`src/rtl/rom_data_arbiter.sv`:
```
// rom_data_arbiter: shares one synchronous ROM data port between two
// level-request read clients using round-robin arbitration.
// Ports:
//   clk, reset_n          clock, asynchronous active-low reset
//   r0_start/r0_addr      requester 0 (CPU data bus) request level + word address
//   r0_done/r0_q          requester 0 one-cycle completion pulse + held read data
//   r1_start/r1_addr      requester 1 (debug/loader) request level + word address
//   r1_done/r1_q          requester 1 one-cycle completion pulse + held read data
//   rom_addr/rom_q        ROM data port (rom_q valid one edge after rom_addr sampled)
//   busy                  high whenever a transaction is in flight
module rom_data_arbiter (
  input  logic        clk,
  input  logic        reset_n,
  input  logic        r0_start,
  input  logic [8:0]  r0_addr,
  output logic        r0_done,
  output logic [31:0] r0_q,
  input  logic        r1_start,
  input  logic [8:0]  r1_addr,
  output logic        r1_done,
  output logic [31:0] r1_q,
  output logic [8:0]  rom_addr,
  input  logic [31:0] rom_q,
  output logic        busy
);

  localparam int unsigned AW = 9;
  localparam int unsigned DW = 32;

  typedef enum logic [1:0] {
    S_IDLE    = 2'd0,
    S_READ    = 2'd1,
    S_CAPTURE = 2'd2
  } state_t;

  state_t         r_state;
  state_t         w_state_nxt;
  logic           r_winner;
  logic           r_last;
  logic           w_elig0;
  logic           w_elig1;
  logic           w_req_any;
  logic           w_grant_id;
  logic           w_winner_nxt;
  logic           w_last_nxt;
  logic [AW-1:0]  w_rom_addr_nxt;
  logic [DW-1:0]  w_r0_q_nxt;
  logic [DW-1:0]  w_r1_q_nxt;
  logic           w_r0_done_nxt;
  logic           w_r1_done_nxt;

  // A start still held during its own done cycle must not be re-accepted.
  assign w_elig0   = r0_start & ~r0_done;
  assign w_elig1   = r1_start & ~r1_done;
  assign w_req_any = w_elig0 | w_elig1;
  // Contention goes to whoever was not served last; otherwise the lone requester.
  assign w_grant_id = (w_elig0 & w_elig1) ? ~r_last : w_elig1;

  // State register.
  always_ff @(posedge clk or negedge reset_n) begin
    if (!reset_n) begin
      r_state <= S_IDLE;
    end else begin
      r_state <= w_state_nxt;
    end
  end

  // Next-state logic.
  always_comb begin
    w_state_nxt = r_state;
    case (r_state)
      S_IDLE:    if (w_req_any) w_state_nxt = S_READ;
      S_READ:    w_state_nxt = S_CAPTURE;
      S_CAPTURE: w_state_nxt = S_IDLE;
      default:   w_state_nxt = S_IDLE;
    endcase
  end

  // Output / datapath next values.
  always_comb begin
    w_rom_addr_nxt = rom_addr;
    w_winner_nxt   = r_winner;
    w_last_nxt     = r_last;
    w_r0_q_nxt     = r0_q;
    w_r1_q_nxt     = r1_q;
    w_r0_done_nxt  = 1'b0;
    w_r1_done_nxt  = 1'b0;
    case (r_state)
      S_IDLE: begin
        if (w_req_any) begin
          w_rom_addr_nxt = w_grant_id ? r1_addr : r0_addr;
          w_winner_nxt   = w_grant_id;
          w_last_nxt     = w_grant_id;
        end
      end
      S_CAPTURE: begin
        if (r_winner) begin
          w_r1_q_nxt    = rom_q;
          w_r1_done_nxt = 1'b1;
        end else begin
          w_r0_q_nxt    = rom_q;
          w_r0_done_nxt = 1'b1;
        end
      end
      default: ;
    endcase
  end

  // Registered outputs and arbitration history.
  always_ff @(posedge clk or negedge reset_n) begin
    if (!reset_n) begin
      rom_addr <= AW'(0);
      r0_q     <= DW'(0);
      r1_q     <= DW'(0);
      r0_done  <= 1'b0;
      r1_done  <= 1'b0;
      busy     <= 1'b0;
      r_winner <= 1'b0;
      r_last   <= 1'b1;
    end else begin
      rom_addr <= w_rom_addr_nxt;
      r0_q     <= w_r0_q_nxt;
      r1_q     <= w_r1_q_nxt;
      r0_done  <= w_r0_done_nxt;
      r1_done  <= w_r1_done_nxt;
      busy     <= (w_state_nxt != S_IDLE);
      r_winner <= w_winner_nxt;
      r_last   <= w_last_nxt;
    end
  end

endmodule

```
`config.mk`:
```
export PLATFORM = sky130hd
export DESIGN_NAME = rom_data_arbiter
export DESIGN_NICKNAME = d
export VERILOG_FILES = /design/src/rtl/rom_data_arbiter.sv
export SDC_FILE = /design/constraint.sdc
export NUM_CORES = 1
export LEC_CHECK = 0
export BUFFER_PORTS_ARGS = -buffer_cell sky130_fd_sc_hd__buf_2
export CELL_PAD_IN_SITES_DETAIL_PLACEMENT = 0
export CELL_PAD_IN_SITES_GLOBAL_PLACEMENT = 1
export CORE_MARGIN = 8
export CORE_UTILIZATION = 40
export DETAILED_ROUTE_END_ITERATION = 6
export PLACE_DENSITY_LB_ADDON = 0.05
export SETUP_SLACK_MARGIN = 0.05
export SYNTH_ARGS = -nofsm -noshare
export SYNTH_HDL_FRONTEND = slang
export SYNTH_SLANG_ARGS = --single-unit
```
`constraint.sdc`:
```
create_clock -name clk -period 4.5 [get_ports clk]
set_input_delay 0 -clock clk [delete_from_list [all_inputs] [get_ports clk]]
set_output_delay 0 -clock clk [all_outputs]
set_load 0.005 [all_outputs]
```
-- After elaboration in Yosys (flattened, before gate mapping)
Cells that the tools add are included.
- multiplexer cells: 8
- bitwise gates (word level): 8
- equality and inequality tests: 2
- reductions and logical operators: 5
- operators by type and width (kind ; number):
    $mux 9 ; 1
    $reduce_and 2->1 ; 3
    $mux 1 ; 5
    $not 1->1 ; 4
    $pmux 2 s2 ; 1
    $and 1x1->1 ; 3
    $eq 2x1->1 const B ; 1
    $eq 2x2->1 const B ; 1
    $logic_not 2->1 ; 1
    $mux 2 ; 1
    $reduce_bool 2->1 ; 1
    $or 1x1->1 ; 1
- register bits: 80
- bits of input ports: 54
- word-level logic and storage cells: 32
- output and inout bits: 76

-- Depth between registers and ports, before layout
- depth in word-level cells: 6
- mapped depth: 5
- mapped depth without buffers: 4

-- Worst setup path after synthesis
No wires, ideal clock.
- path kind: reg2reg
- start point: register r_state[0]
- end point: register r0_q[1]
- required time: 4375 ps
- period minus slack after synthesis: 1410 ps
- setup slack: 3090 ps
- arrival time: 1285 ps
- buffers on the path: 1
- setup time: 125 ps
- stages on the path, launching flop included: 4
- cells stage by stage: dfrtp_1 > nor3b_2 > buf_4 > mux2_2
- longest elaborated chain between the ends: 2
- ends and longest elaborated chain (what ; line ; RTL):
    start: declaration ; 36 ; state_t r_state;
    start signal: assignment ; 64 ; r_state <= w_state_nxt;
    $eq 2x2->1 ; 88 ; case (r_state)
    $reduce_and 2->1 (no source line) ; - ;
    end signal: assignment ; 122 ; r0_q <= w_r0_q_nxt;
    end: declaration ; 17 ; output logic [31:0] r0_q,
No other way between the ends.
A chain may end at the register's enable or synchronous reset.

-- Worst setup path in the final report
- start point: register r1_done
- end point: register rom_addr[5]
- longest elaborated chain between the ends: 5
- elaborated cells on any way between the ends: 7
- classes of those cells: mux (2); bitwise (4); reduce/logical (1)
- ends and longest elaborated chain (what ; line ; RTL):
    start: declaration ; 20 ; output logic r1_done,
    start signal: assignment ; 125 ; r1_done <= w_r1_done_nxt;
    $not 1->1 * ; 54 ; assign w_elig1 = r1_start & ~r1_done;
    $and 1x1->1 * ; 54 ;
    $and 1x1->1 ; 57 ; assign w_grant_id = (w_elig0 & w_elig1) ? ~r_last : w_elig1;
    $mux 1 ; 57 ;
    $mux 9 ; 91 ; w_rom_addr_nxt = w_grant_id ? r1_addr : r0_addr;
    end signal: assignment ; 121 ; rom_addr <= w_rom_addr_nxt;
    end: declaration ; 22 ; output logic [8:0] rom_addr,
Every way passes the cells marked *; elsewhere a longest branch is shown, timed or not.

==> metrics.md <==
| Metric | Value |
|---|---|
| First-pass GRT wire length | `11900 um` |
| Synth area leaders | `dfrtp_1 (65%), mux2_2 (24%), mux2i_1 (3.0%), a21oi_1 (1.5%), buf_4 (1.2%)` |
| Post-synth top area share | `0.650` |
| Avg Cell Area, Syn | `15.8 um^2` |
| Pins Over Slew Limit | `0` |
| PD cells | `644 nW/um^2` |
| H-tree depth | `3` |
| Status | `finished, final reports clean` |
| GRT Total Usage | `0.146` |
| Initial antenna violation count | `0` |
| Largest net degree at the start of global routing | `81` |
| Slew @ Worst Pin | `1.21 ns` |
| First-pass detailed-route iteration total | `3` |
| FF-to-FF path depth | `6` |
| Worst VDD drop | `0.272 mV` |
| Fmax | `417 MHz` |
| Area of the core | `7570 um^2` |
| Vias/cell | `4.49` |
| Critical R2R Capture | `rom_addr[5]` |
| Final Setup Violations | `0` |
| CTS tree | `built` |
| Min cycle time layout | `2.40 ns` |
| IO Pins | `130` |
| Gpl congestion | `0.686` |
| Storage cell area | `2000 um^2` |
| FF-to-FF Start | `r1_done` |
| Post-Syn Area | `3040 um^2` |
| Critical Path Source | `r1_done` |
| Port bufs | `129` |
| Largest area contributor in the netlist | `dfrtp_1` |
| Die Wd | `103 um` |
| Unrepaired setup endpoints after global routing | `false` |
| Gate count of the mapped netlist | `193` |
| Register area share after synthesis | `0.658` |
| Die area | `10700 um^2` |
| Net count after synthesis | `247` |
| Iter 0 DRT Violations | `34` |
| End of the critical path | `rom_addr[5]` |
| CP endpoint kind | `flip-flop` |
| Number of fillers in the final layout | `634` |
| Area grow syn2layout | `48.4%` |
| Setup_tns | `0 ns` |
| Final nets | `432` |
| CTS clk-pin slew, worst paths | `0.08 ns` |
| Maxcap violations | `0` |
| Yosys warns | `0` |
| ANT cells | `0` |
| Hpwl dp | `5030 um` |
| Req. time, crit path | `4.67 ns` |
| Clk_skew | `0.00630 ns` |
| Clk buf depth | `2` |
| Pre-CTS WS | `2.37 ns` |
| Reg2Reg Setup Slack | `2.10 ns` |
| CP Class | `flip-flop to flip-flop` |
| Most frequent cells in the layout | `buf_2 (128), dfrtp_1 (79), mux2_2 (64), dlygate4sd3_1 (52), nor2_1 (10)` |
| Lkg Pwr | `2.15 nW` |
| Layout cells sized above 1 | `0.560` |
| Remaining DRCs | `0` |
| Total Wirelength | `7410 um` |
| Cell Rows | `32` |
| Crit path launch type | `flip-flop` |
| Grt total ovfl | `0` |
| Tot Pwr | `2.91 mW` |
| TritonCTS Buffers | `9` |
| Max-slew headroom | `0.193` |
| Avg WL per Cell | `15.3 um` |
| Critical Path AT | `2.56 ns` |
| Tcrit/Tclk final | `0.532` |
| Area of the multi-input gates | `982 um^2` |
| Vias in the first global route | `2412` |
| Post-DRT Antenna Nets | `0` |
| Clk root buf | `clkbuf_8` |
| Starting Density | `0.402` |
| Synth unique cells | `15` |
| Vias | `2175` |
| Flops & latches, synth | `80` |
| Worst hold path type | `primary input to flip-flop` |
| Hold Violations, Final | `0` |
| Most common cell after layout, fill and taps aside | `buf_2` |
| Worst skew pair latency | `0.33 ns` |
| # clock sinks | `80` |
| Chip height | `103 um` |
| Max FO, Critical Path | `7` |
| Worst setup margin | `2.10 ns` |
==> through the flow <==
step	hold WS [ns]	instance area, um^2	util	instances
floorplan	-0.296	3040	-	193
global placement	0.240	3790	0.500	417
detailed placement	0.234	3790	0.500	417
CTS	0.00991	4520	0.597	484
global route	0.0332	4520	0.597	484
finish	0.0287	4520	0.597	484
==> per-layer routing <==
metal	wire length, um	vias to the layer above	GRT usage
met5	0	-	0
met4	92	0	0.0634
met3	759	10	0.0495
met2	3390	80	0.226
met1	3170	1032	0.181
li1	-	1053	-
==> registers in the layout, indices dropped and copies added, names as in the netlist <==
register	cells
rom_addr	9
r1_done	1
r_last	1
r_state	2
r1_q	32
r0_done	1
busy	1
r0_q	32
r_winner	1
==> critical path, cell delays in order (launching register included) <==
cell	delay [ns]
dfrtp_1	0.37
nand2b_1	0.18
a31oi_1	0.53
buf_4	0.30
mux2i_1	0.21
dlygate4sd3_1	0.57
a21oi_1	0.06
==> Yosys cell counts <==
library cell	instances
dfrtp_1	79
mux2_2	64
nor2_1	10
a21oi_1	9
mux2i_1	9
buf_4	5
buf_2	4
inv_1	3
a31oi_1	2
mux2_1	2
nand2b_1	2
a211oi_2	1
dfstp_2	1
nand3_1	1
nor3b_2	1
==> cell families (layout without fill, tap and decap cells) <==
family,after synthesis,in the layout,share of synthesized area
AND/OR/NAND/NOR,14,14,0.0222
buffers and inverters,12,201,0.0226
multiplexers,75,75,0.274
AO/OA/AOI/OAI,12,12,0.0230
flip-flops,80,80,0.658
==> worst min-delay path by stage <==
stage              from           to  slack [ns]  cells past startpoint
6_report       r1_start         busy        0.03                      3
5_1_grt        r1_start         busy        0.03                      3
4_1_cts        r1_start         busy        0.01                      3
3_5_place_dp    reset_n  rom_addr[7]        0.23                      1
3_3_place_gp    reset_n  rom_addr[7]        0.24                      1
2_1_floorplan   reset_n         busy       -0.30                      0
==> timing repair <==
item / CTS / global route
hold buffers: 52 / 0
resized for setup: 0 / 0
endpoints found under the hold margin: 153 / 0
buffers inserted: 0 / 0
==> where the power goes <==
group	internal (mW)	switching (mW)	leakage [nW]
sequential	1.09	0.176	0.937
clock	0.307	0.248	0.101
combinational	0.644	0.446	1.11
==> area by class of cell <==
| class | instances | area share |
|---|---|---|
| clock inverters | 6 | 0.0188 |
| multi-input cells | 101 | 0.217 |
| flip-flops and latches | 80 | 0.443 |
| repair buffers | 183 | 0.262 |
| clock buffers | 9 | 0.0274 |
| inverters | 3 | 0.00249 |
| well taps | 102 | 0.0283 |
(Power assumes the default switching activity.)
